### config.mk
export PLATFORM = sky130hd
export DESIGN_NAME = fifo_rd_stream
export DESIGN_NICKNAME = d
export VERILOG_FILES = /design/src/rtl/fifo_rd_stream.sv
export SDC_FILE = /design/constraint.sdc
export NUM_CORES = 1
export LEC_CHECK = 0
export CAP_MARGIN = 20
export CORE_UTILIZATION = 49
export CTS_BUF_LIST = sky130_fd_sc_hd__clkbuf_8
export CTS_CLUSTER_DIAMETER = 40
export DETAILED_ROUTE_END_ITERATION = 10
export PLACE_DENSITY = 0.94
export RECOVER_POWER = 100
export SLEW_MARGIN = 20
export SYNTH_ARGS = -nofsm -noshare
export SYNTH_HDL_FRONTEND = slang
export SYNTH_SLANG_ARGS = --single-unit
### constraint.sdc
create_clock -name clk -period 3 [get_ports clk]
set_clock_uncertainty 0.05 [all_clocks]
set_input_delay 0.6 -clock clk [delete_from_list [all_inputs] [get_ports clk]]
set_output_delay 0.6 -clock clk [all_outputs]
set_load 0.02 [all_outputs]
### src/rtl/fifo_rd_stream.sv
// Purpose: drains a synchronous FIFO (registered read) and presents its words as a valid/ready stream.
// Latency: fifo_rd_en in cycle N, word captured at end of N+1, m_valid in N+2; 1 word/cycle sustained.
// Backpressure: m_ready low stalls issue once 2 words are buffered; resumes with no bubble.
// Ports: clk/rstn (async active-low); fifo_empty/fifo_data in, fifo_cs/fifo_rd_en out (FIFO read port);
//        flush in (sync discard of buffered + in-flight words); m_valid/m_data/m_ready stream;
//        word_cnt out: delivered-word counter, present only with FIFO_RD_STREAM_CNT_EN defined, else 0.
module fifo_rd_stream #(
  parameter int DATA_WIDTH = 32,
  parameter int CNT_WIDTH  = 16
) (
  input  logic                  clk,
  input  logic                  rstn,
  input  logic                  fifo_empty,
  input  logic [DATA_WIDTH-1:0] fifo_data,
  output logic                  fifo_cs,
  output logic                  fifo_rd_en,
  input  logic                  flush,
  output logic                  m_valid,
  output logic [DATA_WIDTH-1:0] m_data,
  input  logic                  m_ready,
  output logic [CNT_WIDTH-1:0]  word_cnt
);

  logic [1:0]            occ;
  logic [1:0]            occ_nxt;
  logic [1:0]            occ_after_pop;
  logic [1:0]            pending;
  logic                  infl;
  logic                  pop;
  logic [DATA_WIDTH-1:0] buf0;
  logic [DATA_WIDTH-1:0] buf1;
  logic [DATA_WIDTH-1:0] buf0_nxt;
  logic [DATA_WIDTH-1:0] buf1_nxt;

  assign m_valid = (occ != 2'd0);
  assign m_data  = buf0;
  assign pop     = m_valid && m_ready;

  // Occupancy after this cycle's pop; a returning word lands in the slot it names.
  assign occ_after_pop = occ - {1'b0, pop};
  // Words that will hold a slot after this edge if no new read is issued.
  assign pending       = occ_after_pop + {1'b0, infl};

  // Gated by rstn so the FIFO sees no read while reset is held; !fifo_empty
  // makes every issued read a committed one.
  assign fifo_rd_en = rstn && !fifo_empty && !flush && (pending < 2'd2);
  assign fifo_cs    = fifo_rd_en;

  always_comb begin
    occ_nxt  = occ_after_pop;
    buf0_nxt = buf0;
    buf1_nxt = buf1;
    if (pop) begin
      buf0_nxt = buf1;
    end
    if (flush) begin
      // Returning word in the flush cycle is dropped along with the buffer.
      occ_nxt = 2'd0;
    end else if (infl) begin
      if (occ_after_pop == 2'd0) begin
        buf0_nxt = fifo_data;
      end else begin
        buf1_nxt = fifo_data;
      end
      occ_nxt = occ_after_pop + 2'd1;
    end
  end

  always_ff @(posedge clk or negedge rstn) begin
    if (!rstn) begin
      occ  <= 2'd0;
      infl <= 1'b0;
      buf0 <= '0;
      buf1 <= '0;
    end else begin
      occ  <= occ_nxt;
      infl <= fifo_rd_en;
      buf0 <= buf0_nxt;
      buf1 <= buf1_nxt;
    end
  end

`ifdef FIFO_RD_STREAM_CNT_EN
  logic [CNT_WIDTH-1:0] cnt_q;

  // Counts every handshake, including one in a flush cycle; wraps naturally.
  always_ff @(posedge clk or negedge rstn) begin
    if (!rstn) begin
      cnt_q <= '0;
    end else if (pop) begin
      cnt_q <= cnt_q + {{(CNT_WIDTH-1){1'b0}}, 1'b1};
    end
  end

  assign word_cnt = cnt_q;
`else
  assign word_cnt = '0;
`endif

endmodule

==> metrics.md, run 1 <==
| Metric | Value |
|---|---|
| Synth unique cells | 23 |
| Number of CTS-inserted buffers | 9 |
| Largest delay share family, worst path | adder cells |
| Number of antenna violations at the first check in global routing | 0 |
| Post-synthesis cell count | 278 |
| Insertion delay to the later sink of the worst-skew pair | 0.33 ns |
| Max-slew headroom at the worst pin | -7.26% |
| Worst-path cell chain | o21ai_2, inv_1, ha_4, inv_1, ha_2, xor2_2, nor4b_4, buf_4 |
| Maximum fanout along the worst path | 3 |
| H-tree depth | 3 |
| Antenna diode count | 0 |
| Outcome | finished with violations |
| Worst reg2reg path startpoint | occ[0]$_DFF_PN0_ |
| Die Width | 81.3 um |
| Starting utilization of the core area | 51.5% |
| Final count of negative-setup-slack endpoints | 0 |
| Share of synthesized area occupied by flip-flops and latches | 54.4% |
| Syn avg cell area | 11.1 um^2 |
| Post-route DRC | 0 |
| Fraction of final layout cells with drive strength greater than 1 | 9.63% |
| Max rail drop VDD | 0.737 mV |
| Max-Cap Viols | 1 |
| Required time of the critical path | 2.35 ns |
| Endpoint class of the critical path | output pin |
| First-iteration detailed-routing DRC count | 113 |
| Final weighted congestion in routability-driven placement | 0.701 |
| Worst setup margin | 0.166 ns |
| # rows | 28 |
| Unrepaired setup endpoints after global routing | false |
| Final critical delay including setup and external delays | 2.83 ns |
| Port Buffer Count | 71 |
| Wire length on met2 | 3.21 mm |
| Hold crit path type | flop to flop |
| Top metal layer carrying routed signals | met4 |
| Buffer cell driving the clock tree root | sky130_fd_sc_hd__clkbuf_8 |
| Core outline area | 5990 um^2 |
| Clock input transition at the sequential cells of the worst setup and hold paths | 0.07 ns |
| Failing checks | max-capacitance violations, max-slew violations |
| Number of routed nets with antenna violations | 0 |
| Post-detailed-route wirelength per cell | 14.5 um |
| Maximum number of pins on one net before global-route repair | 68 |
| Final slew viol count | 68 |
| Pwr Density | 958 nW/um^2 |
| Area of the mapped netlist | 3080 um^2 |
| Leakage power summed over all cells | 1.85 nW |
| Hold-fix buffers at CTS | 0 |
| Crit path DAT | 2.18 ns |
| Highest achievable clock rate | 353 MHz |
| Type of origin of the critical path | flop |
| Area Overhead vs Synth | 25.0% |
| Number of nets at the end of the flow | 389 |
| Number of I/O pins | 88 |
| Count of vias placed by the detailed router | 2186 |
| Vias in the first global route | 2149 |
| GR Overflow Total | 0 |
| Max stage delay on crit path | 0.42 ns |
| Post-CTS setup buffers | 0 |
| Total wirelength of the detailed-routed design | 6.22 mm |
| Detailed Routing Iterations Pass 1 | 4 |
| Number of hold-slack violations in the final timing report | 0 |
| Clock Tree Buf Depth | 2 |
| Synthesis-stage register bit count | 67 |
| Setup TNS | 0 ns |
| Clock tree from TritonCTS | yes |
| Portion of the clock cycle consumed by the worst path in the final layout | 94.5% |
| Wire length on met1 | 2.69 mm |
| Type of the setup path with the least slack | flop to output pin |
| Most frequent cell on the critical path | sky130_fd_sc_hd__inv_1 |
| Number of sinks on the clock net | 67 |
| GRT Util Overall | 20.4% |
| Die extent in y | 81.3 um |
| Post-Place Worst Slack | -0.445 ns |
| Slew @ Worst Pin | 1.61 ns |
| Number of vias per cell after detailed routing | 5.11 |
| Die area | 6610 um^2 |
| Start point of the critical path | occ[0]$_DFF_PN0_ |
| Warnings, synthesis | 0 |
| Global-route wire length before repair | 10.0 mm |
| Slowest cell on the critical path | sky130_fd_sc_hd__dfrtp_1 |
| Met3 WL | 270 um |
| Detailed placement HPWL | 4.05 mm |
| Filler Cells Inserted | 476 |
| Origin of the worst min-delay path | buf1[18]$_DFFE_PN0P_ |
| Buffers plus inverters on the worst setup path | 3 |
## where the power goes
part	internal, mW	switching [mW]
sequential	1.31	0.210
combinational	0.691	0.833
clock	0.332	0.313
## cell type report
class                      count  area, um^2  area share (%)
sequential                    67        1680            43.5
multi-input combinational    189        1150            29.8
timing repair buffer          79         751            19.5
clock buffer                  11         151            3.93
tap                           75        93.8            2.44
clock inverter                 3        16.3           0.422
inverter                       4        15.0           0.390
## state kept, by name (all words and copies together) (netlist names)
signal  flops
infl        1
occ         2
m_data     32
buf1       32
## cells by family after synthesis
| kind of cell | after synthesis | share of synthesized area, % |
|---|---|---|
| other | 1 | 0.122 |
| DFF | 67 | 54.4 |
| AOI/OAI and AO/OA | 35 | 7.51 |
| muxes | 32 | 15.3 |
| buffers and inverters | 37 | 8.16 |
| xor gates and xnor gates | 2 | 0.568 |
| and+or+nand+nor | 102 | 13.1 |
| adders and majority gates | 2 | 0.812 |
## cells in the mapped netlist
cell type                   instances  share of area [%]
sky130_fd_sc_hd__nand2_1           64                7.8
sky130_fd_sc_hd__buf_2              9                1.5
sky130_fd_sc_hd__inv_2              1               0.12
sky130_fd_sc_hd__buf_6              3                1.1
sky130_fd_sc_hd__and3_1             1               0.20
sky130_fd_sc_hd__nor2_1            32                3.9
sky130_fd_sc_hd__nor4b_1            1               0.28
sky130_fd_sc_hd__a31oi_1           32                6.5
sky130_fd_sc_hd__nor3_1             1               0.16
sky130_fd_sc_hd__nor2b_1            1               0.20
sky130_fd_sc_hd__o21ai_2            1               0.28
sky130_fd_sc_hd__buf_4             21                5.1
sky130_fd_sc_hd__nand4bb_1          1               0.37
sky130_fd_sc_hd__a21oi_1            1               0.16
sky130_fd_sc_hd__dfrtp_1           67                 54
sky130_fd_sc_hd__ha_1               2               0.81
sky130_fd_sc_hd__conb_1             1               0.12
sky130_fd_sc_hd__o211a_4            1               0.57
sky130_fd_sc_hd__or2_2              1               0.20
sky130_fd_sc_hd__inv_1              3               0.37
sky130_fd_sc_hd__mux2_2             2               0.73
sky130_fd_sc_hd__mux2_4            30                 15
sky130_fd_sc_hd__xor2_1             2               0.57
## routing by layer
metal	GRT usage [%]	vias up
met5	0	-
met4	9.29	0
met3	4.49	8
met2	32.9	63
met1	26.0	1073
li1	-	1042
## worst paths after layout
| kind | to | slack, ns | cells after the start |
|---|---|---|---|
| setup / recovery | fifo_cs | 0.17 | 8 |
| hold / removal | buf1[18]$_DFFE_PN0P_ | 0.44 | 1 |
| setup reg to reg | buf1[6]$_DFFE_PN0P_ | 0.46 | 8 |
| hold reg to reg | buf1[18]$_DFFE_PN0P_ | 0.44 | 1 |
| max in group asynchronous | m_data[21]$_DFF_PN0_ | 1.09 | 2 |
| min in group asynchronous | m_data[1]$_DFF_PN0_ | 0.86 | 2 |
## worst register-to-register path: cells and delay by family (launching register included)
family / cells / cell delay, ns
buffers and inverters: 4 / 0.77
multiplexers: 1 / 0.52
flip-flops: 1 / 0.42
AO/OA/AOI/OAI: 2 / 0.38
adder cells (fa/ha/maj): 1 / 0.27
## timing repair
action / in CTS / in global routing
endpoints found under the setup margin: 2 / 2
resized for setup: 8 / 6
gates cloned: 0 / 0
pin swaps: 0 / 1
## per-stage QoR
stage / instances / area [um^2] / hold slack [ns] / util (%) / power, mW
after CTS: 428 / 3970 / 0.463 / 66.2 / 3.95
after floorplan: 293 / 3150 / 0.254 / - / 2.60
after detailed placement: 414 / 3810 / 0.445 / 63.6 / 3.29
after global routing: 428 / 3850 / 0.462 / 64.3 / 3.95
after global placement: 414 / 3810 / 0.439 / 63.6 / 3.20
final: 428 / 3850 / 0.439 / 64.3 / 3.69
## cell usage in the layout, fill, tap and decap left out, types with 2 or more instances in the layout
| master | n |
|---|---|
| sky130_fd_sc_hd__clkbuf_1 | 2 |
| sky130_fd_sc_hd__clkdlybuf4s50_1 | 34 |
| sky130_fd_sc_hd__mux2_4 | 2 |
| sky130_fd_sc_hd__a31oi_1 | 32 |
| sky130_fd_sc_hd__nand2_1 | 64 |
| sky130_fd_sc_hd__dlygate4sd3_1 | 33 |
| sky130_fd_sc_hd__mux2_2 | 2 |
| sky130_fd_sc_hd__buf_4 | 5 |
| sky130_fd_sc_hd__clkbuf_8 | 11 |
| sky130_fd_sc_hd__inv_1 | 5 |
| sky130_fd_sc_hd__nor2_1 | 32 |
| sky130_fd_sc_hd__mux2_1 | 28 |
| sky130_fd_sc_hd__dfrtp_1 | 67 |
| sky130_fd_sc_hd__clkbuf_2 | 3 |
| sky130_fd_sc_hd__conb_1 | 16 |
Note: power is estimated with default switching activity, not from simulation.
==> inputs of run 2 (changes only) <==
- CELL_PAD_IN_SITES_DETAIL_PLACEMENT: default -> 1
- CELL_PAD_IN_SITES_GLOBAL_PLACEMENT: default -> 2
- CORE_ASPECT_RATIO: default -> 0.7
- CORE_UTILIZATION: 49 -> 31
==> run 2 against run 1 <==
The run now ends clean; critical path depth unchanged; worst setup slack worse by 0.0054 ns; final cell count up 13%; first-iteration DRC count down 4.4%; count of clock-buffer cells in the layout down 2; final area up 2.5%; worst hold slack better by 0.00083 ns; maximum frequency down 0.19%; die area up 57%; wire length up 20%; sequential power about the same; sequential share of layout area down 1.1 points; largest power group is now combinational cells; highest routed layer unchanged.
==> metrics.md, run 2 (same netlist as run 1, synthesis figures left out) <==
| Metric | Value |
|---|---|
| Number of antenna violations at the first check in global routing | 0 (unchanged) |
| Commonest non-fill, non-tap cells in the layout | sky130_fd_sc_hd__dfrtp_1 (67), sky130_fd_sc_hd__nand2_1 (64), sky130_fd_sc_hd__clkdlybuf4s50_1 (34) |
| Crit path DAT | 2.19 ns (about the same) |
| Number of sinks on the clock net | 67 (unchanged) |
| Post-route design area | 3950 um^2 (+2.5%) |
| Maximum fanout along the worst path | 3 (unchanged) |
| Type of origin of the critical path | flop |
| Final critical delay including setup and external delays | 2.84 ns (+0.00541 ns) |
| Final slew viol count | 0 (-100%) |
| Top metal layer carrying routed signals | met4 |
| Number of I/O pins | 88 (unchanged) |
| Portion of the clock cycle consumed by the worst path in the final layout | 94.6% (+0.18 points) |
| Endpoint class of the critical path | output pin |
| Clock tree from TritonCTS | yes |
| Hold crit path type | flop to flop |
| Final weighted congestion in routability-driven placement | 0.691 (-1.4%) |
| Max-Cap Viols | 0 (-1) |
| Number of routed nets with antenna violations | 0 (unchanged) |
| End point of the critical path | fifo_cs |
| Post-detailed-route wirelength per cell | 15.4 um (+6.0%) |
| Number of hold-slack violations in the final timing report | 0 (unchanged) |
| Area Overhead vs Synth | 28.1% |
| FF-to-FF setup slack | 0.41 ns (-0.05 ns) |
| Clock input transition at the sequential cells of the worst setup and hold paths | 0.07 ns (about the same) |
| Power dissipated by switching net loads | 1.41 mW (+4.0%) |
| Unrepaired setup endpoints after global routing | false |
| Vias in the first global route | 2456 (+14%) |
| Die Width | 121 um (+49%) |
| Detailed placement HPWL | 4.88 mm (+20%) |
| Setup TNS | 0 ns (unchanged) |
| Wire length on met1 | 3.56 mm (+32%) |
| Power share of the sequential group | 40.1% (-1.1 points) |
| Max rail drop VDD | 0.532 mV (-28%) |
| Clock network fraction of total power | 18.9% (+1.4 points) |
| Wire length on met2 | 3.48 mm (+8.4%) |
| Fraction of final layout cells with drive strength greater than 1 | 10.4% (+0.76 points) |
| Number of vias per cell after detailed routing | 4.64 (-9.2%) |
| FF-to-FF End | buf1[6]$_DFFE_PN0P_ |
| Number of CTS-inserted buffers | 9 (unchanged) |
| Type of the setup path with the least slack | flop to output pin |
| Maximum number of pins on one net before global-route repair | 65 (-4.4%) |
| Post-route DRC | 0 (unchanged) |
| First-iteration detailed-routing DRC count | 108 (-4.4%) |
| Antenna diode count | 0 (unchanged) |
| Number of nets at the end of the flow | 391 (+0.51%) |
| Leakage power summed over all cells | 1.85 nW (about the same) |
| Buffer cell driving the clock tree root | sky130_fd_sc_hd__clkbuf_8 |
| Count of vias placed by the detailed router | 2244 (+2.7%) |
| Clock Tree Buf Depth | 2 (unchanged) |
| Pwr Density | 959 nW/um^2 (+0.18%) |
| Power Internal | 2.38 mW (+2.0%) |
| Detailed Routing Iterations Pass 1 | 4 (unchanged) |
| Total wirelength of the detailed-routed design | 7.45 mm (+20%) |
| Insertion delay to the later sink of the worst-skew pair | 0.34 ns (about the same) |
| Met3 WL | 356 um (+32%) |
| # rows | 30 (+7.1%) |
| Core outline area | 9680 um^2 (+62%) |
| Outcome | finished, final reports clean |
| Max-slew headroom at the worst pin | 12.5% (+20 points) |
| FF-to-FF path depth | 8 (unchanged) |
| Final count of negative-setup-slack endpoints | 0 (unchanged) |
| Post-detailed-placement cell area | 3890 um^2 (+2.2%) |
| Worst reg2reg path startpoint | occ[1]$_DFF_PN0_ |
| Fraction of power consumed by combinational cells | 41.0% (-0.3 points) |
| Starting utilization of the core area | 31.8% (-20 points) |
| Highest achievable clock rate | 352 MHz (-0.19%) |
| GR Overflow Total | 0 (unchanged) |
| Die area | 10400 um^2 (+57%) |
| Start point of the critical path | occ[1]$_DFF_PN0_ |
| Port Buffer Count | 71 (unchanged) |
| Net Sw Frac | 37.2% (+0.47 points) |
| H-tree depth | 3 (unchanged) |
| Slew @ Worst Pin | 1.31 ns (-0.297 ns) |
| Die extent in y | 85.4 um (+5.1%) |
| Global-route wire length before repair | 12.8 mm (+27%) |
| Leading cell type in the layout, fill and taps excluded | sky130_fd_sc_hd__dfrtp_1 |
| GRT Util Overall | 16.3% (-4.1 points) |
| Required time of the critical path | 2.35 ns (about the same) |
[run 2: cell count changes in the layout (fill, tap and decap cells not counted), sizes merged]
cell	change
clkbuf	-1
dlymetal6s2s	-1
bufinv	+1
inv	-1
clkinv	+3
dlygate4sd2	+1
buf	+1
[run 2: worst min path at each step]
stage / to / startpoint / cells after the start
2_1_floorplan: buf1[0]$_DFFE_PN0P_ / rstn / 0
3_3_place_gp: buf1[16]$_DFFE_PN0P_ / buf1[16]$_DFFE_PN0P_ / 1
3_5_place_dp: buf1[15]$_DFFE_PN0P_ / buf1[15]$_DFFE_PN0P_ / 1
4_1_cts: buf1[25]$_DFFE_PN0P_ / rstn / 2
5_1_grt: buf1[12]$_DFFE_PN0P_ / buf1[12]$_DFFE_PN0P_ / 1
6_report: buf1[0]$_DFFE_PN0P_ / buf1[0]$_DFFE_PN0P_ / 1
[run 2: power groups by stage]
stage	combinational (mW)	clock (mW)	sequential [mW]
2_1_floorplan	0.860	0	1.74
3_3_place_gp	1.71	0	1.54
3_5_place_dp	1.79	0	1.56
4_1_cts	1.83	0.750	1.55
5_1_grt	1.72	0.796	1.58
6_report	1.55	0.716	1.52
[run 2: repair_timing]
item	4_1_cts	5_1_grt
hold endpoints to repair	0	0
hold buffers	0	0
resized for setup	14	0
endpoints found under the setup margin	2	0
buffers inserted	1	0
[run 2: critical path, cell delays in order (launching register included)]
cell and delay (ns):
sky130_fd_sc_hd__dfrtp_1 0.41, sky130_fd_sc_hd__o21ai_2 0.17, sky130_fd_sc_hd__inv_2 0.07, sky130_fd_sc_hd__ha_4 0.27, sky130_fd_sc_hd__inv_1 0.05, sky130_fd_sc_hd__ha_2 0.18, sky130_fd_sc_hd__xor2_2 0.18, sky130_fd_sc_hd__nor4b_4 0.31
sky130_fd_sc_hd__buf_4 0.19
[run 2: final cells by class]
type / count / area [um^2]
well taps: 128 / 160
flip-flops and latches: 67 / 1680
multi-input cells: 189 / 1160
fillers: 1095 / 5730
clock inverters: 6 / 57.6
inverters: 4 / 15.0
repair buffers: 81 / 757
clock buffers: 9 / 124
[run 2: metal layers]
layer  vias to the layer above  global-route usage, %
met4                         0                   4.60
met1                      1139                   21.7
met5                         -                      0
met3                         7                   5.11
li1                       1044                      -
met2                        54                   25.4
[run 2: per-stage QoR]
step                util, %  std cells  setup slack (ns)  total power [mW]  hold slack, ns
global route           40.8        484            0.0233              4.09           0.460
floorplan                 -        293            0.0837              2.60           0.254
global placement       40.2        468            -0.407              3.25           0.439
CTS                    42.3        484             0.136              4.13           0.278
finish                 40.8        484             0.161              3.79           0.440
detailed placement     40.2        468            -0.489              3.34           0.445
==> inputs of run 3 (changes only) <==
- CORE_UTILIZATION: 31 -> 33
- PLACE_DENSITY: 0.94 -> 0.95
- clock period: 3 -> 3.4 ns (I/O delays scaled with it)
==> run 3 against run 2 <==
Highest routed layer unchanged; final cell count down 1.0%; sequential share of layout area about the same; critical path type is now input pin to output pin; via count up 1.2%; the run now ends with max-capacitance violations, max-slew violations left; largest cell class unchanged.
==> metrics.md, run 3 (same netlist as run 1, synthesis figures left out) <==
| Metric | Value |
|---|---|
| Outcome | finished with violations |
| Failing checks | max-capacitance violations, max-slew violations |
| Crit path DAT | 2.52 ns (+0.33 ns) |
| Fraction of power consumed by combinational cells | 38.9% (-2.1 points) |
| Die Width | 118 um (-3.0%) |
| Filler Cells Inserted | 1045 (-4.6%) |
| Clock input transition at the sequential cells of the worst setup and hold paths | 0.07 ns (about the same) |
| Power share of the sequential group | 39.3% (-0.8 points) |
| Vias in the first global route | 2641 (+7.5%) |
| Post-detailed-route wirelength per cell | 15.6 um (+1.4%) |
| Post-route total power | 3.42 mW (-9.8%) |
| Number of vias per cell after detailed routing | 4.74 (+2.3%) |
| Final count of negative-setup-slack endpoints | 0 (unchanged) |
| Slew @ Worst Pin | 1.89 ns (+0.580 ns) |
| Detailed placement HPWL | 5.12 mm (+4.8%) |
| Type of origin of the critical path | input pin |
| Number of I/O pins | 88 (unchanged) |
| Portion of the clock cycle consumed by the worst path in the final layout | 95.6% |
| Port Buffer Count | 71 (unchanged) |
| Number of hold-slack violations in the final timing report | 0 (unchanged) |
| Maximum number of pins on one net before global-route repair | 65 (unchanged) |
| Post-route DRC | 0 (unchanged) |
| Maximum fanout along the worst path | 3 (unchanged) |
| Final slew viol count | 36 (+36) |
| Buffer cell driving the clock tree root | sky130_fd_sc_hd__clkbuf_8 |
| Type of the setup path with the least slack | input pin to output pin |
| Highest achievable clock rate | 308 MHz |
| Total area of multi-input combinational cells | 1130 um^2 (-2.4%) |
| Number of routed nets with antenna violations | 0 (unchanged) |
| Net Sw Frac | 36.2% (-0.97 points) |
| Antenna diode count | 0 (unchanged) |
| Max rail drop VDD | 0.296 mV (-44%) |
| Final weighted congestion in routability-driven placement | 0.678 (-1.9%) |
| Clock tree from TritonCTS | yes |
| Insertion delay to the later sink of the worst-skew pair | 0.35 ns (about the same) |
| Unrepaired setup endpoints after global routing | false |
| Post-route design area | 3950 um^2 (about the same) |
| Number of sinks on the clock net | 67 (unchanged) |
| Max-slew headroom at the worst pin | -26.1% (-39 points) |
| Die extent in y | 82.9 um (-3.0%) |
| GR Overflow Total | 0 (unchanged) |
| Clock Tree Buf Depth | 2 (unchanged) |
| Post-detailed-placement cell area | 3870 um^2 (-0.67%) |
| Detailed Routing Iterations Pass 1 | 4 (unchanged) |
| Fraction of final layout cells with drive strength greater than 1 | 9.01% (-1.4 points) |
| Starting utilization of the core area | 34.0% (+2.2 points) |
| Count of vias placed by the detailed router | 2272 (+1.2%) |
| Endpoint class of the critical path | output pin |
| Pwr Density | 867 nW/um^2 (-9.7%) |
| Number of antenna violations at the first check in global routing | 0 (unchanged) |
| Leakage power summed over all cells | 1.86 nW (+0.54%) |
| Sequential cell area in the final layout | 1680 um^2 (unchanged) |
| Required time of the critical path | 2.67 ns (+0.32 ns) |
| GRT Util Overall | 17.4% (+1.1 points) |
| Area Overhead vs Synth | 28.0% (about the same) |
| # rows | 29 (-3.3%) |
| Commonest non-fill, non-tap cells in the layout | sky130_fd_sc_hd__dfrtp_1 (67), sky130_fd_sc_hd__nand2_1 (64), sky130_fd_sc_hd__clkdlybuf4s50_1 (35) |
| Setup TNS | 0 ns (unchanged) |
| Total wirelength of the detailed-routed design | 7.48 mm (+0.39%) |
| Global-route wire length before repair | 13.2 mm (+3.2%) |
| Power Internal | 2.18 mW (-8.4%) |
| H-tree depth | 3 (unchanged) |
| Number of nets at the end of the flow | 389 (-0.51%) |
| Max-Cap Viols | 1 (+1) |
| Clock network fraction of total power | 21.8% (+2.9 points) |
| Leading cell type in the layout, fill and taps excluded | sky130_fd_sc_hd__dfrtp_1 |
| Core outline area | 9070 um^2 (-6.3%) |
| Number of CTS-inserted buffers | 9 (unchanged) |
| Final critical delay including setup and external delays | 3.25 ns |
| Power dissipated by switching net loads | 1.24 mW (-12%) |
| Die area | 9740 um^2 (-5.9%) |
| Hold crit path type | flop to flop |
| First-iteration detailed-routing DRC count | 79 (-27%) |
## run 3: power by group through the flow
stage / Clock [mW] / Combinational [mW] / Sequential [mW]
6_report: 0.746 / 1.33 / 1.34
5_1_grt: 0.807 / 1.46 / 1.40
4_1_cts: 0.775 / 1.59 / 1.36
3_5_place_dp: 0 / 1.58 / 1.37
3_3_place_gp: 0 / 1.51 / 1.36
2_1_floorplan: 0 / 0.753 / 1.54
## run 3: timing repair
item,4_1_cts,5_1_grt
hold buffers,0,0
endpoints found under the hold margin,0,0
cloned,0,0
buffers inserted,0,0
pin swaps,0,0
setup endpoints to repair,2,2
gates resized for setup,2,6
## run 3: worst max-delay path, cell delays in order
cell                              delay (ns)
sky130_fd_sc_hd__clkdlybuf4s50_1        0.44
sky130_fd_sc_hd__o21ai_4                0.07
sky130_fd_sc_hd__inv_1                  0.06
sky130_fd_sc_hd__ha_1                   0.29
sky130_fd_sc_hd__inv_1                  0.06
sky130_fd_sc_hd__ha_1                   0.18
sky130_fd_sc_hd__xor2_1                 0.17
sky130_fd_sc_hd__nor4b_2                0.32
sky130_fd_sc_hd__clkbuf_2               0.23
## run 3: stage by stage
step	util (%)	hold WS (ns)	setup slack, ns	instances
global placement	42.6	0.438	-0.235	463
finish	43.5	0.442	0.149	479
floorplan	-	0.334	0.162	293
CTS	45.1	0.426	0.00314	479
detailed placement	42.6	0.448	-0.284	463
global route	43.5	0.465	0.0282	479
## run 3: final timing paths
| check | start | to | slack, ns | cells after the start |
|---|---|---|---|---|
| max in group asynchronous | rstn | buf1[13]$_DFFE_PN0P_ | 0.56 | 3 |
| setup / recovery | m_ready | fifo_rd_en | 0.15 | 9 |
| hold / removal | buf1[2]$_DFFE_PN0P_ | buf1[2]$_DFFE_PN0P_ | 0.44 | 1 |
| setup reg to reg | occ[1]$_DFF_PN0_ | buf1[31]$_DFFE_PN0P_ | 0.62 | 8 |
| min in group asynchronous | rstn | m_data[31]$_DFF_PN0_ | 1.11 | 2 |
| hold reg to reg | buf1[2]$_DFFE_PN0P_ | buf1[2]$_DFFE_PN0P_ | 0.44 | 1 |
## run 3: cell type report
| cell class | count | area share, % |
|---|---|---|
| flip-flops and latches | 67 | 42.5 |
| multi-input cells | 189 | 28.7 |
| repair buffers | 79 | 18.8 |
| well taps | 124 | 3.93 |
| clock buffers | 10 | 3.49 |
| clock inverters | 6 | 2.25 |
| inverters | 4 | 0.380 |
## run 3: layer usage
layer / wire, um / vias up / GRT usage (%)
li1: - / 1041 / -
met3: 287 / 13 / 5.08
met5: 0 / - / 0
met4: 94 / 0 / 5.71
met2: 3850 / 49 / 29.2
met1: 3250 / 1169 / 21.6
